==> src/rtl/multi_sel_dec_pkg.sv <==
// Shared types and constants for the multiply-stream decoder.
// Contents: frame-phase state enum, operand/product widths, phase multipliers.
package multi_sel_dec_pkg;

   localparam int DATA_W = 8;
   localparam int PROD_W = 11;

   localparam int MUL_X1 = 1;
   localparam int MUL_X3 = 3;
   localparam int MUL_X7 = 7;
   localparam int MUL_X8 = 8;

   typedef enum logic [2:0] {
      HUNT,
      PH3,
      PH7,
      PH8,
      CHK
   } state_e;

endpackage

==> src/rtl/multi_sel_dec_exp.sv <==
// Expected-product generator for the multiply-stream decoder.
// Ports:
//   op   : captured 8-bit operand
//   exp3 : 3*op, 11 bits
//   exp7 : 7*op, 11 bits
//   exp8 : 8*op, 11 bits
// Pure combinational shift-add; the widened operand keeps every result exact.
module multi_sel_exp
   import multi_sel_dec_pkg::*;
(
   input  logic [DATA_W-1:0] op,
   output logic [PROD_W-1:0] exp3,
   output logic [PROD_W-1:0] exp7,
   output logic [PROD_W-1:0] exp8
);

   logic [PROD_W-1:0] op_w;

   always_comb begin
      op_w = PROD_W'(op);
      exp8 = op_w << 3;
      exp3 = (op_w << 1) + op_w;
      exp7 = (op_w << 3) - op_w;
   end

endmodule

==> src/rtl/multi_sel_dec.sv <==
// Receive-side decoder/checker for the 4-phase constant-multiply stream
// (x1, x3, x7, x8; one phase per clock; in_grant marks the x1 phase).
// Ports:
//   clk      : system clock, posedge
//   rst      : asynchronous active-low reset
//   in_grant : frame-start marker
//   din      : 11-bit product stream
//   d_out    : recovered operand, held until the next d_valid
//   d_valid  : one-cycle pulse, good frame decoded
//   err      : one-cycle pulse, frame rejected (mismatch or early grant)
//   locked   : aligned to the frame cadence
//   err_cnt  : saturating count of err pulses
// Build option: MULTI_SEL_DEC_ERRCNT_EN enables the error counter; when it
// is undefined err_cnt is tied to zero.
module multi_sel_dec
   import multi_sel_dec_pkg::*;
#(
   parameter int ERR_CNT_W = 8
) (
   input  logic                 clk,
   input  logic                 rst,
   input  logic                 in_grant,
   input  logic [PROD_W-1:0]    din,
   output logic [DATA_W-1:0]    d_out,
   output logic                 d_valid,
   output logic                 err,
   output logic                 locked,
   output logic [ERR_CNT_W-1:0] err_cnt
);

   state_e              state_q, state_d;
   logic [DATA_W-1:0]   op_q, op_d;
   logic                bad_q, bad_d;
   logic [DATA_W-1:0]   d_out_q, d_out_d;
   logic                d_valid_q, d_valid_d;
   logic                err_q, err_d;
   logic                locked_q, locked_d;

   logic [PROD_W-1:0]   exp3, exp7, exp8;
   logic                phase_bad;
   logic                mid_frame;

   multi_sel_exp u_exp (
      .op   (op_q),
      .exp3 (exp3),
      .exp7 (exp7),
      .exp8 (exp8)
   );

   // State and datapath registers
   always_ff @(posedge clk or negedge rst) begin
      if (!rst) begin
         state_q   <= HUNT;
         op_q      <= '0;
         bad_q     <= 1'b0;
         d_out_q   <= '0;
         d_valid_q <= 1'b0;
         err_q     <= 1'b0;
         locked_q  <= 1'b0;
      end else begin
         state_q   <= state_d;
         op_q      <= op_d;
         bad_q     <= bad_d;
         d_out_q   <= d_out_d;
         d_valid_q <= d_valid_d;
         err_q     <= err_d;
         locked_q  <= locked_d;
      end
   end

   // Next state: a grant always restarts the frame, whatever the state
   always_comb begin
      state_d = state_q;
      if (in_grant) begin
         state_d = PH3;
      end else begin
         case (state_q)
            HUNT:    state_d = HUNT;
            PH3:     state_d = PH7;
            PH7:     state_d = PH8;
            PH8:     state_d = CHK;
            CHK:     state_d = HUNT;
            default: state_d = HUNT;
         endcase
      end
   end

   // Per-phase product check against the captured operand
   always_comb begin
      case (state_q)
         PH3:     phase_bad = (din != exp3);
         PH7:     phase_bad = (din != exp7);
         PH8:     phase_bad = (din != exp8);
         default: phase_bad = 1'b0;
      endcase
      mid_frame = (state_q == PH3) || (state_q == PH7) || (state_q == PH8);
   end

   // Output/datapath next values. The frame verdict is formed in PH8 so the
   // pulses land in CHK, concurrently with any new capture from a grant there.
   always_comb begin
      op_d      = op_q;
      bad_d     = bad_q;
      d_out_d   = d_out_q;
      d_valid_d = 1'b0;
      err_d     = 1'b0;
      locked_d  = locked_q;
      if (in_grant) begin
         op_d  = din[DATA_W-1:0];
         bad_d = |din[PROD_W-1:DATA_W];
         if (mid_frame) begin
            err_d    = 1'b1;
            locked_d = 1'b0;
         end
      end else begin
         case (state_q)
            PH3, PH7: bad_d = bad_q | phase_bad;
            PH8: begin
               if (bad_q || phase_bad) begin
                  err_d    = 1'b1;
                  locked_d = 1'b0;
               end else begin
                  d_valid_d = 1'b1;
                  d_out_d   = op_q;
                  locked_d  = 1'b1;
               end
            end
            CHK:     locked_d = 1'b0;
            default: ;
         endcase
      end
   end

   assign d_out   = d_out_q;
   assign d_valid = d_valid_q;
   assign err     = err_q;
   assign locked  = locked_q;

`ifdef MULTI_SEL_DEC_ERRCNT_EN
   logic [ERR_CNT_W-1:0] err_cnt_q, err_cnt_d;

   // Counts alongside the err flop so err_cnt already includes a pulse
   // during the cycle that pulse is visible.
   always_comb begin
      err_cnt_d = err_cnt_q;
      if (err_d && (err_cnt_q != '1)) begin
         err_cnt_d = err_cnt_q + ERR_CNT_W'(1);
      end
   end

   always_ff @(posedge clk or negedge rst) begin
      if (!rst) begin
         err_cnt_q <= '0;
      end else begin
         err_cnt_q <= err_cnt_d;
      end
   end

   assign err_cnt = err_cnt_q;
`else
   assign err_cnt = '0;
`endif

endmodule

==> config.mk <==
export PLATFORM = sky130hd
export DESIGN_NAME = multi_sel_dec
export DESIGN_NICKNAME = d
export VERILOG_FILES = /design/src/rtl/multi_sel_dec_pkg.sv /design/src/rtl/multi_sel_dec_exp.sv /design/src/rtl/multi_sel_dec.sv
export SDC_FILE = /design/constraint.sdc
export NUM_CORES = 1
export LEC_CHECK = 0
export BUFFER_PORTS_ARGS = -buffer_cell sky130_fd_sc_hd__buf_2
export CAP_MARGIN = 40
export CORE_UTILIZATION = 45
export CTS_CLUSTER_DIAMETER = 50
export CTS_CLUSTER_SIZE = 40
export DETAILED_ROUTE_END_ITERATION = 8
export PLACE_DENSITY = 0.63
export SLEW_MARGIN = 20
export SYNTH_ARGS = -nofsm -noshare
export SYNTH_HDL_FRONTEND = slang
export SYNTH_HIERARCHICAL = 1
export SYNTH_SLANG_ARGS = --single-unit
export TNS_END_PERCENT = 1
==> constraint.sdc <==
create_clock -name clk -period 4.2 [get_ports clk]
set_input_delay 0.21 -clock clk [delete_from_list [all_inputs] [get_ports clk]]
set_output_delay 0.21 -clock clk [all_outputs]
set_load 0.02 [all_outputs]
After elaboration in Yosys (flattened, before gate mapping):

Index checks and enable logic that the tools add are counted.

* muxes and demuxes: 15
* bitwise operators: 3
* reduce and logical (&&, ||, !) cells: 9
* add/sub/neg operators: 2
* equal/unequal tests: 8

Operators with widths (number)
* 11-bit != test: 3
* 1-bit two-way mux: 11
* 11-bit by 8-bit subtractor with 11-bit output: 1
* 9-bit by 8-bit adder with 10-bit output: 1
* 3-bit one-hot mux with 3 select lines: 1
* 3-bit by 2-bit == test with 1-bit output, second input constant: 2
* 3-bit by 1-bit == test with 1-bit output, second input constant: 1
* 3-bit == test, second input constant: 1
* 1-bit logical OR: 3
* 3-bit two-way mux: 1
* 1-bit one-hot mux with 3 select lines: 1
* 3-bit AND reduction: 1
* 3-bit nonzero test: 1
* 3-bit OR reduction: 1
* 2-bit by 1-bit != test with 1-bit output, second input constant: 1
* 1-bit inverter: 2
* 1-bit one-hot mux with 2 select lines: 1
* 2-bit AND reduction: 1
* 2-bit nonzero test: 1
* 2-bit OR reduction: 1
* 1-bit bitwise OR: 1

* bits of input ports: 14
* bits in registers: 23
* logic and storage cells: 44

Depth between registers and ports, before layout:

Gate-level depths: netlist (run 1).

* depth after elaboration: 7
* depth in mapped cells: 13
* gate-level depth less buffers: 12

Hierarchy:

Netlist (run 1), hierarchy kept.

By module, submodules not included
* multi_sel_dec: cells an instance 117, sequential area each 575.6 um^2, area each 1411.4 um^2, times used 1
* multi_sel_exp: cells an instance 110, sequential area each 0.0 um^2, area each 832.0 um^2, times used 1

Least setup slack after synthesis (run 1):

No wires, ideal clock.

* path type: register -> register
* from: register op_q[1]
* to: register d_out_q[1], in the netlist d_out[1]
* path slack: 1.421 ns
* path buffers: 0
* cell stages (with the launch flop): 12
* arrival time: 2.654 ns
* cell sequence: dfrtp_1 -> ha_1 -> nand4b_1 -> a21boi_2 -> mux2i_1 -> nand2_1 -> mux2i_1 -> xor2_1 -> a41oi_2 -> nor4_4 -> nand2_4 -> mux2_4

* word-level cells in the longest chain between the ends: 6
* elaborated cells on any way between the ends: 9
* classes of those cells: 2 x add/sub; 3 x eq/ne; 1 x mux; 1 x bitwise; 2 x reduce/logical

Ends and longest elaborated chain
* start: declaration: RTL line multi_sel_dec.sv:32 `logic [DATA_W-1:0] op_q, op_d;`
* start signal: assignment: RTL line multi_sel_dec.sv:62 `op_q <= op_d;`
* 11-bit by 8-bit subtractor with 11-bit output: RTL line multi_sel_dec_exp.sv:23 `exp7 = (op_w << 3) - op_w;`
* net exp7[7]: RTL line multi_sel_dec.sv:39 `logic [PROD_W-1:0] exp3, exp7, exp8;`
* 11-bit != test: RTL line multi_sel_dec.sv:92 `PH7: phase_bad = (din != exp7);`
* 1-bit one-hot mux with 3 select lines: RTL line multi_sel_dec.sv:90 `case (state_q)`
* 1-bit logical OR: RTL line multi_sel_dec.sv:119 `if (bad_q || phase_bad) begin`
* 1-bit inverter (no source line)
* 3-bit AND reduction (no source line)
* end signal: assignment: RTL line multi_sel_dec.sv:64 `d_out_q <= d_out_d;`
* end: declaration: RTL line multi_sel_dec.sv:34 `logic [DATA_W-1:0] d_out_q, d_out_d;`

The timed path passes the listed nets, and every way through them passes these cells.
A chain may end at the register's enable or synchronous reset.

Worst setup path in the final report (run 1):

* from: register op_q[7]
* to: register d_out_q[0], in the netlist d_out[0]

The elaborated chain is that of the path after synthesis.

==> results.sh, run 1 <==
export IMPL_yosys_warnings=6
export IMPL_cts_tree="yes"
export IMPL_clkTransAtPathRegs_ps=80
export IMPL_max_cap_viol_count=0
export IMPL_gp_congestion=0.799
export IMPL_finalCriticalPeriod_ps=3200
export IMPL_whs_path_depth=2
export IMPL_drive_gt1_share_pct=19.7
export IMPL_maxSlewHeadroom_pct=42.4
export IMPL_ys_ff_latch=23
export IMPL_setup_violations=0
export IMPL_routed_via_density=5.12
export IMPL_drt_pass1_iter_count=4
export IMPL_cp_start_kind="register"
export IMPL_worst_clock_skew_ps=3.42
export IMPL_cts_root_buf="clkbuf_8"
export IMPL_async_reset_ff_share_pct=100
export IMPL_path_common_cell="mux2_4"
export IMPL_grt_max_degree=24
export IMPL_synthCells=227
export IMPL_crit_fanout=8
export IMPL_diodes=0
export IMPL_drtAntennaViolNets=0
export IMPL_cts_sinks=23
export IMPL_die_area_sq_mm=0.00527
export IMPL_dr_total_vias=1563
export IMPL_hold_viol_final=0
export IMPL_port_buffers=24
export IMPL_grt_pass1_vias=1437
export IMPL_status="complete, no violations"
export IMPL_mostFrequentLayoutCells="buf_2, dfrtp_1, xor2_1, ha_1, xnor2_1"
export IMPL_grt_ovfl_total=0
export IMPL_cts_setup_buffers=0
export IMPL_timing_rr_start="op_q[7]"
export IMPL_routed_wl_mm=4.52
export IMPL_clk_latency_ps=260
export IMPL_hold_start="din[1]"
export IMPL_final_util_pct=49.1
export IMPL_worst_pin_slew_ps=864
export IMPL_wl_per_cell_um=14.8
export IMPL_htree_levels=1
export IMPL_ioPinCount=33
export IMPL_die_h_um=72.6
export IMPL_gr_usage_all_layers_pct=17.9
export IMPL_drt_iter0_markers=44
export IMPL_critical_path_max_stage_delay_ps=500
export IMPL_hold_end="op_q[1]"
export IMPL_cts_resized=0
export IMPL_reg2reg_setup_slack_ps=1000
export IMPL_synth_edf_count=0
export IMPL_dpl_hpwl_mm=3.51
export IMPL_timing_final_crit_share_pct=76.2
export IMPL_r2r_end="d_out[0]"
export IMPL_drv_slew=0
export IMPL_cellPowerDensity_mw_per_mm2=347
export IMPL_ys_seq_area_share_pct=25.7
export IMPL_vdd_drop_max_mv=0.185
export IMPL_initial_core_util_pct=47.2
export IMPL_fin_setup_tns_ps=0
export IMPL_holdCritPathClass="in -> reg"
export IMPL_die_w_um=72.6
export IMPL_rsz0062_at_grt="false"
export IMPL_p_leak_nw=1.16
export IMPL_crit_chain="inv_1 > ha_1 > a21oi_1 > nand2_1 > mux2_4 > o2111ai_2 > mux2i_1 > xor2_1 > nand3_1 > o21ai_2 > nand2_4 > mux2_4"
export IMPL_core_area_sq_mm=0.00475
export IMPL_worst_ep_required_time_ps=4350
export IMPL_clockBufferDepth=2
export IMPL_ys_types=45
export IMPL_cpMaxStageDelayCell="dfrtp_1"
export IMPL_grt_pass1_wl_mm=7.33
export IMPL_cp_end_kind="register"
export IMPL_max_freq_ghz=0.312
export IMPL_syn_area_sq_mm=0.00224
export IMPL_drc=0
export IMPL_syn_to_final_growth_pct=3.96
export IMPL_final_nets=271
export IMPL_cts_buffers=3
export IMPL_worstPathArrival_ps=3350
export IMPL_synth_avg_cell_area_sq_um=9.88
export IMPL_final_common_cell="buf_2"
export IMPL_critical_path_class="reg -> reg"
export IMPL_ff2ff_path_depth=12
export IMPL_rows=25
export IMPL_synth_main_ff_cell="dfrtp_1"
export IMPL_antenna_found_initial=0
[Yosys cell counts (all sizes together) (2+ instances only)]
master,instances,area (sq um)
nand2,11,48.8
ha,17,213
o21ai,6,33.8
a21boi,3,30.0
buf,26,200
xnor2,13,114
inv,12,45.0
a21o,2,15.0
o21bai,3,22.5
and2b,2,15.0
conb,2,7.51
mux2,18,240
a31oi,2,12.5
nand4b,2,17.5
nor4,3,33.8
nand4,3,18.8
o31ai,4,30.0
a21oi,11,66.3
nor3,5,25.0
mux2i,12,120
nand3,3,15.0
xor2,21,184
nor2b,3,18.8
dfrtp,23,576
nor2,8,30.0
clkbuf,2,7.51
[cell families after synthesis]
kind of cell | share of synthesized area (%)
AO/OA/AOI/OAI | 11.9
XOR/XNOR | 13.3
adder cells (fa/ha/maj) | 10.4
buffers and inverters | 11.3
flip-flops | 25.7
multiplexers | 16.1
other | 0.335
AND/OR/NAND/NOR | 11.2
[state kept, by name, indices dropped and copies added, names as in the netlist]
name	count
err	1
bad_q	1
d_valid	1
state_q	3
locked	1
op_q	8
d_out	8
[critical path, delay by kind of cell (launching register included)]
family	cells	cell delay, ps
compound gates	3	770
xor+xnor	1	160
fa+ha+maj	1	390
buf+inv	1	110
flops	1	500
mux	3	730
simple gates	3	410
[layout make-up]
| cell class | count | area [sq um] |
|---|---|---|
| well taps | 67 | 83.8 |
| inverters | 12 | 45.0 |
| clock buffers | 4 | 45.0 |
| repair buffers | 25 | 130 |
| fillers | 480 | 2420 |
| flip-flops and latches | 23 | 576 |
| multi-input cells | 174 | 1450 |
[power by group]
group          leakage, nW  switching (W)  total, W  internal (W)
logic                0.849       0.000214  0.000390      0.000176
clock network       0.0228      0.0000651  0.000133     0.0000676
registers            0.292      0.0000416  0.000288      0.000246
total                 1.16       0.000320  0.000810      0.000490
[worst max path at each step]
stage,start,endpoint,slack (ps),cells after the start
floorplan,op_q[1],d_out[1],1420,11
finish,op_q[7],d_out[0],1000,12
detailed placement,op_q[4],d_out[0],980,12
CTS,op_q[4],d_out[5],970,12
global placement,op_q[4],d_out[5],980,12
global route,op_q[4],d_out[0],670,12
[metrics by stage]
step           instance area, sq um  std cells  total power [W]  setup slack, ps  hold WS, ps
2_1_floorplan                  2280        237         0.000615             1420        -85.6
3_3_place_gp                   2280        300         0.000676              981          208
3_5_place_dp                   2280        300         0.000680              984          203
4_1_cts                        2330        305         0.000817              969          217
5_1_grt                        2330        305         0.000870              673          230
6_report                       2330        305         0.000810              998          221
[repair_timing]
item	4_1_cts	5_1_grt
hold endpoints to repair	23	0
hold buffers	1	0
endpoints found under the setup margin	0	0
[routing by layer]
metal	global-route usage [%]	part of all wire (%)
met1	27.3	53
met4	1.31	0.089
met3	3.31	3.4
met2	27.4	44
met5	0	0
(Power assumes the default switching activity.)
==> run 2: changes to the inputs <==
--- a/config.mk
+++ b/config.mk
@@ -11,7 +11,7 @@
 export CTS_CLUSTER_DIAMETER = 50
 export CTS_CLUSTER_SIZE = 40
 export DETAILED_ROUTE_END_ITERATION = 8
-export PLACE_DENSITY = 0.63
+export PLACE_DENSITY = 0.66
 export SLEW_MARGIN = 20
 export SYNTH_ARGS = -nofsm -noshare
 export SYNTH_HDL_FRONTEND = slang
==> constraint.sdc (replaced) <==
create_clock -name clk -period 2.9 [get_ports clk]
set_input_delay 0.145 -clock clk [delete_from_list [all_inputs] [get_ports clk]]
set_output_delay 0.145 -clock clk [all_outputs]
set_load 0.02 [all_outputs]
==> results.sh, run 2 (synthesis gave the netlist of run 1 again) <==
export IMPL_status="complete, no violations"
export IMPL_met1_usage_pct=27.8
export IMPL_dp_cells=330
export IMPL_clkTransAtPathRegs_ps=80
export IMPL_routed_wl_mm=4.94
export IMPL_holdCritPathClass="in -> reg"
export IMPL_max_cap_viol_count=0
export IMPL_critical_path_max_stage_delay_ps=410
export IMPL_port_buffers=24
export IMPL_drive_gt1_share_pct=35.2
export IMPL_worst_clock_skew_ps=3.68
export IMPL_rows=25
export IMPL_mostFrequentLayoutCells="buf_4, buf_2, xor2_1, dfrtp_1, ha_1"
export IMPL_max_freq_ghz=0.353
export IMPL_path_common_cell="buf_4"
export IMPL_die_area_sq_mm=0.00527
export IMPL_syn_to_final_growth_pct=19.3
export IMPL_p_leak_nw=1.33
export IMPL_gp_congestion=0.947
export IMPL_p_total_w=0.00133
export IMPL_worstPathArrival_ps=2990
export IMPL_final_area_sq_mm=0.00268
export IMPL_wl_per_cell_um=14.7
export IMPL_initial_core_util_pct=47.2
export IMPL_crit_fanout=8
export IMPL_clk_latency_ps=260
export IMPL_grt_ovfl_total=0
export IMPL_crit_chain="buf_4 > ha_1 > buf_4 > a21oi_1 > o21ai_1 > a31oi_4 > xnor2_1 > mux2i_1 > xor2_1 > nand3_1 > o21ai_2 > nand2_4 > mux2_4"
export IMPL_core_area_sq_mm=0.00475
export IMPL_routed_via_density=4.95
export IMPL_grtUsageMet3_pct=3.04
export IMPL_place_area_sq_mm=0.00251
export IMPL_antenna_found_initial=0
export IMPL_cts_tree="yes"
export IMPL_drv_slew=0
export IMPL_cp_end_kind="register"
export IMPL_die_w_um=72.6
export IMPL_rsz0062_at_grt="true"
export IMPL_cellPowerDensity_mw_per_mm2=495
export IMPL_drt_iter0_markers=72
export IMPL_worst_pin_slew_ps=522
export IMPL_hold_viol_final=0
export IMPL_clockBufferDepth=2
export IMPL_timing_final_crit_share_pct=97.8
export IMPL_vdd_drop_max_mv=0.258
export IMPL_worst_ep_required_time_ps=3050
export IMPL_diodes=0
export IMPL_grt_max_degree=24
export IMPL_top_usage_layer="met2"
export IMPL_drtAntennaViolNets=0
export IMPL_ioPinCount=33
export IMPL_gr_usage_met2_pct=31.5
export IMPL_dr_total_vias=1667
export IMPL_cpMaxStageDelayCell="dfrtp_1"
export IMPL_dpl_hpwl_mm=3.80
export IMPL_layout_cells_non_filler=337
export IMPL_n_fill_cell=440
export IMPL_cts_root_buf="clkbuf_8"
export IMPL_gr_usage_all_layers_pct=19.5
export IMPL_drc=0
export IMPL_finalCriticalPeriod_ps=2840
export IMPL_final_nets=303
export IMPL_maxSlewHeadroom_pct=65.2
export IMPL_htree_levels=1
export IMPL_setup_violations=0
export IMPL_final_common_cell="buf_4"
export IMPL_critical_path_class="reg -> reg"
export IMPL_grt_pass1_vias=1627
export IMPL_die_h_um=72.6
export IMPL_grt_pass1_wl_mm=7.89
export IMPL_cp_start_kind="register"
export IMPL_cts_buffers=3
export IMPL_cts_sinks=23
export IMPL_drt_pass1_iter_count=4
## run 2: stage by stage
stage               TNS, ps  setup slack [ps]  hold WS (ps)  utilization (%)
finish                    0              64.0           155             56.3
global route          -1060             -98.9           145             56.3
CTS                   -49.2             -8.52           146             54.5
detailed placement     -896              -111           151             52.9
global placement       -638             -83.2           145             52.9
floorplan                 0               121          -151                -
## run 2: layer usage
metal | vias to the layer above | wire length [um]
met4 | 0 | 63
met1 | 776 | 2450
met2 | 40 | 2260
met5 | - | 0
li1 | 843 | -
met3 | 8 | 162
## run 2: final cells by class
cell class	instances	area, sq um	share of cell area (%)
Timing Repair Buffer	57	383	14.3
Sequential cell	23	579	21.6
Clock buffer	4	45.0	1.68
Inverter	12	45.0	1.68
Tap cell	67	83.8	3.13
Multi-Input combinational cell	174	1540	57.6
## run 2: timing repair
action | CTS | global route
hold endpoints to repair | 23 | 0
hold buffers | 1 | 0
resized for setup | 4 | 16
pin swaps | 1 | 17
buffers inserted | 0 | 2
setup endpoints to repair | 12 | 12
## run 2: worst paths after layout
| kind | depth (start not counted) | start | slack (ps) | endpoint |
|---|---|---|---|---|
| setup / recovery | 13 | op_q[3] | 60 | d_out[3] |
| hold / removal | 2 | din[1] | 150 | op_q[1] |
| setup reg to reg | 13 | op_q[3] | 60 | d_out[3] |
| hold reg to reg | 1 | d_out[2] | 510 | d_out[2] |
| max in group asynchronous | 2 | rst | 2130 | op_q[4] |
| min in group asynchronous | 2 | rst | 390 | state_q[1] |
## run 2: where the power goes
group / internal, W / switching [W]
Combinational: 0.000354 / 0.000381
Sequential: 0.000358 / 0.0000358
Clock: 0.0000980 / 0.0000992
## run 2: critical path, delay by kind of cell (launching register included)
kind	cells	cell delay, ps
adders and majority gates	1	300
xor gates and xnor gates	2	240
AOI/OAI and AO/OA	4	660
and+or+nand+nor	2	310
buffers and inverters	2	330
muxes	2	480
DFF	1	410
==> run 3: changes to the inputs <==
--- a/config.mk
+++ b/config.mk
@@ -5,13 +5,14 @@
 export SDC_FILE = /design/constraint.sdc
 export NUM_CORES = 1
 export LEC_CHECK = 0
+export ABC_AREA = 1
 export BUFFER_PORTS_ARGS = -buffer_cell sky130_fd_sc_hd__buf_2
 export CAP_MARGIN = 40
 export CORE_UTILIZATION = 45
 export CTS_CLUSTER_DIAMETER = 50
 export CTS_CLUSTER_SIZE = 40
 export DETAILED_ROUTE_END_ITERATION = 8
-export PLACE_DENSITY = 0.66
+export PLACE_DENSITY = 0.65
 export SLEW_MARGIN = 20
 export SYNTH_ARGS = -nofsm -noshare
 export SYNTH_HDL_FRONTEND = slang
==> constraint.sdc (replaced) <==
create_clock -name clk -period 2.5 [get_ports clk]
set_input_delay 0.125 -clock clk [delete_from_list [all_inputs] [get_ports clk]]
set_output_delay 0.125 -clock clk [all_outputs]
set_load 0.02 [all_outputs]
==> results.sh, run 3 <==
export IMPL_clockBufferDepth=2
export IMPL_die_h_um=77.3
export IMPL_core_area_sq_mm=0.00547
export IMPL_drt_pass1_iter_count=5
export IMPL_die_area_sq_mm=0.00598
export IMPL_crit_fanout=5
export IMPL_vdd_drop_max_mv=0.269
export IMPL_setup_violations=10
export IMPL_synth_main_ff_cell="dfrtp_1"
export IMPL_hold_viol_final=0
export IMPL_ys_top_cells_by_count="nand2_1, inv_1, nand3_1, buf_4, dfrtp_1"
export IMPL_diodes=0
export IMPL_p_leak_nw=1.88
export IMPL_worst_pin_slew_ps=569
export IMPL_synth_avg_cell_area_sq_um=6.15
export IMPL_gr_usage_all_layers_pct=26.3
export IMPL_ys_seq_area_share_pct=22.5
export IMPL_final_common_cell="nand2_1"
export IMPL_drt_iter0_markers=233
export IMPL_die_w_um=77.3
export IMPL_syn_area_sq_mm=0.00255
export IMPL_whs_ps=88.1
export IMPL_crit_chain="buf_6 > buf_6 > inv_4 > ha_4 > nand2_4 > o21ai_4 > nand3_2 > nand3_2 > nand2_1 > nand3_1 > nand2_1 > inv_2 > nand2_2 > nand2_1 > nand2_1 > nor2_1 > nand3_1 > nor2_4 > nand4_4 > nand2_2 > nand2_1"
export IMPL_ys_types=26
export IMPL_routed_wl_mm=7.72
export IMPL_grt_max_degree=24
export IMPL_cp_start_kind="register"
export IMPL_cts_sinks=23
export IMPL_holdCritPathClass="in -> reg"
export IMPL_htree_levels=1
export IMPL_critical_path_max_stage_delay_ps=440
export IMPL_drtAntennaViolNets=0
export IMPL_finalCriticalPeriod_ps=2620
export IMPL_cts_buffers=3
export IMPL_clkTransAtPathRegs_ps=90
export IMPL_multi_input_area_sq_mm=0.00196
export IMPL_gp_congestion=0.913
export IMPL_rows=27
export IMPL_dr_total_vias=2843
export IMPL_final_util_pct=62.8
export IMPL_drive_gt1_share_pct=35.4
export IMPL_n_fill_cell=504
export IMPL_synth_edf_count=0
export IMPL_worst_ep_required_time_ps=2660
export IMPL_fin_ws_ps=-117
export IMPL_p_total_w=0.00178
export IMPL_synth_top_area_share_pct=22.5
export IMPL_max_freq_ghz=0.382
export IMPL_mostFrequentLayoutCells="nand2_1, inv_1, nand3_1, buf_4, buf_2"
export IMPL_yosys_warnings=6
export IMPL_critical_path_class="reg -> reg"
export IMPL_ys_ff_latch=23
export IMPL_path_common_cell="nand2_1"
export IMPL_async_reset_ff_share_pct=100
export IMPL_worst_clock_skew_ps=5.02
export IMPL_grt_pass1_vias=2653
export IMPL_worstPathArrival_ps=2780
export IMPL_status="finished with violations"
export IMPL_antenna_found_initial=0
export IMPL_reg2reg_setup_slack_ps=-120
export IMPL_cellPowerDensity_mw_per_mm2=517
export IMPL_timing_final_crit_share_pct=105
export IMPL_cts_tree="yes"
export IMPL_wl_per_cell_um=14.2
export IMPL_port_buffers=24
export IMPL_drv_slew=0
export IMPL_grt_pass1_wl_mm=12.4
export IMPL_ioPinCount=33
export IMPL_syn_to_final_growth_pct=34.6
export IMPL_clk_latency_ps=270
export IMPL_fin_setup_tns_ps=-798
export IMPL_yosys_top_cells_area="dfrtp_1, nand2_1, nand3_1"
export IMPL_register_area_sq_um=581
export IMPL_synth_top_cell_by_area="dfrtp_1"
export IMPL_final_nets=505
export IMPL_cp_end_kind="register"
export IMPL_dpl_hpwl_mm=5.56
export IMPL_cts_root_buf="clkbuf_8"
export IMPL_initial_core_util_pct=46.7
export IMPL_cpMaxStageDelayCell="dfrtp_1"
export IMPL_synth_most_common_cell="nand2_1"
export IMPL_violations="negative setup slack"
export IMPL_routed_via_density=5.23
export IMPL_maxSlewHeadroom_pct=62.0
export IMPL_grt_ovfl_total=0
export IMPL_rsz0062_at_grt="true"
export IMPL_synthCells=415
export IMPL_drc=0
export IMPL_max_cap_viol_count=0
[run 3: critical path, delay by kind of cell, from the launching register on]
kind	cells	cell delay, ps
simple gates	15	1360
flops	1	440
compound gates	1	180
buf+inv	4	400
fa+ha+maj	1	130
[run 3: cell type report]
class,instances,share of cell area [%]
Clock buffer,3,1.20
Sequential cell,23,16.9
Tap cell,72,2.62
Clock inverter,1,0.146
Inverter,59,6.52
Multi-Input combinational cell,311,57.0
Timing Repair Buffer,75,15.6
[run 3: kinds of logic (layout without fill, tap and decap cells)]
logic type	after synthesis	after routing	share of synthesized area [%]
and+or+nand+nor	251	252	43.5
buffers and inverters	92	138	17.3
DFF	23	23	22.5
AOI/OAI and AO/OA	20	20	4.12
adders and majority gates	18	18	9.11
xor gates and xnor gates	9	9	3.09
other	2	12	0.294
[run 3: where the power goes]
part | total (W) | internal, W | switching (W)
clock network | 0.000240 | 0.000111 | 0.000128
registers | 0.000470 | 0.000425 | 0.0000448
logic | 0.00107 | 0.000436 | 0.000632
[run 3: final timing paths]
check / depth (start not counted) / from / to
worst max register to register: 21 / op_q[0] / d_out[3]
max in group asynchronous: 2 / rst / op_q[4]
worst min register to register: 2 / d_out[4] / d_out[4]
worst max-delay path: 21 / op_q[0] / d_out[3]
worst min-delay path: 2 / in_grant / state_q[1]
min in group asynchronous: 2 / rst / d_out[7]
[run 3: per-layer routing]
metal	track usage (%)	part of all wire, %
met1	36.9	47
met2	42.3	47
met3	3.53	4.4
met4	7.17	1.7
met5	0	0
[run 3: repair_timing]
item	CTS	global route
buffers inserted	7	5
hold buffers	1	0
resized for setup	42	55
endpoints found under the hold margin	23	0
gates cloned	1	0
endpoints found under the setup margin	12	12
pin swaps	19	40
[run 3: per-stage QoR]
| stage | instances | cell area (sq um) | worst slack (ps) |
|---|---|---|---|
| floorplan | 425 | 2590 | 101 |
| global placement | 526 | 2870 | -136 |
| detailed placement | 526 | 2870 | -190 |
| CTS | 539 | 3190 | -73.8 |
| global route | 544 | 3440 | -295 |
| finish | 544 | 3440 | -117 |
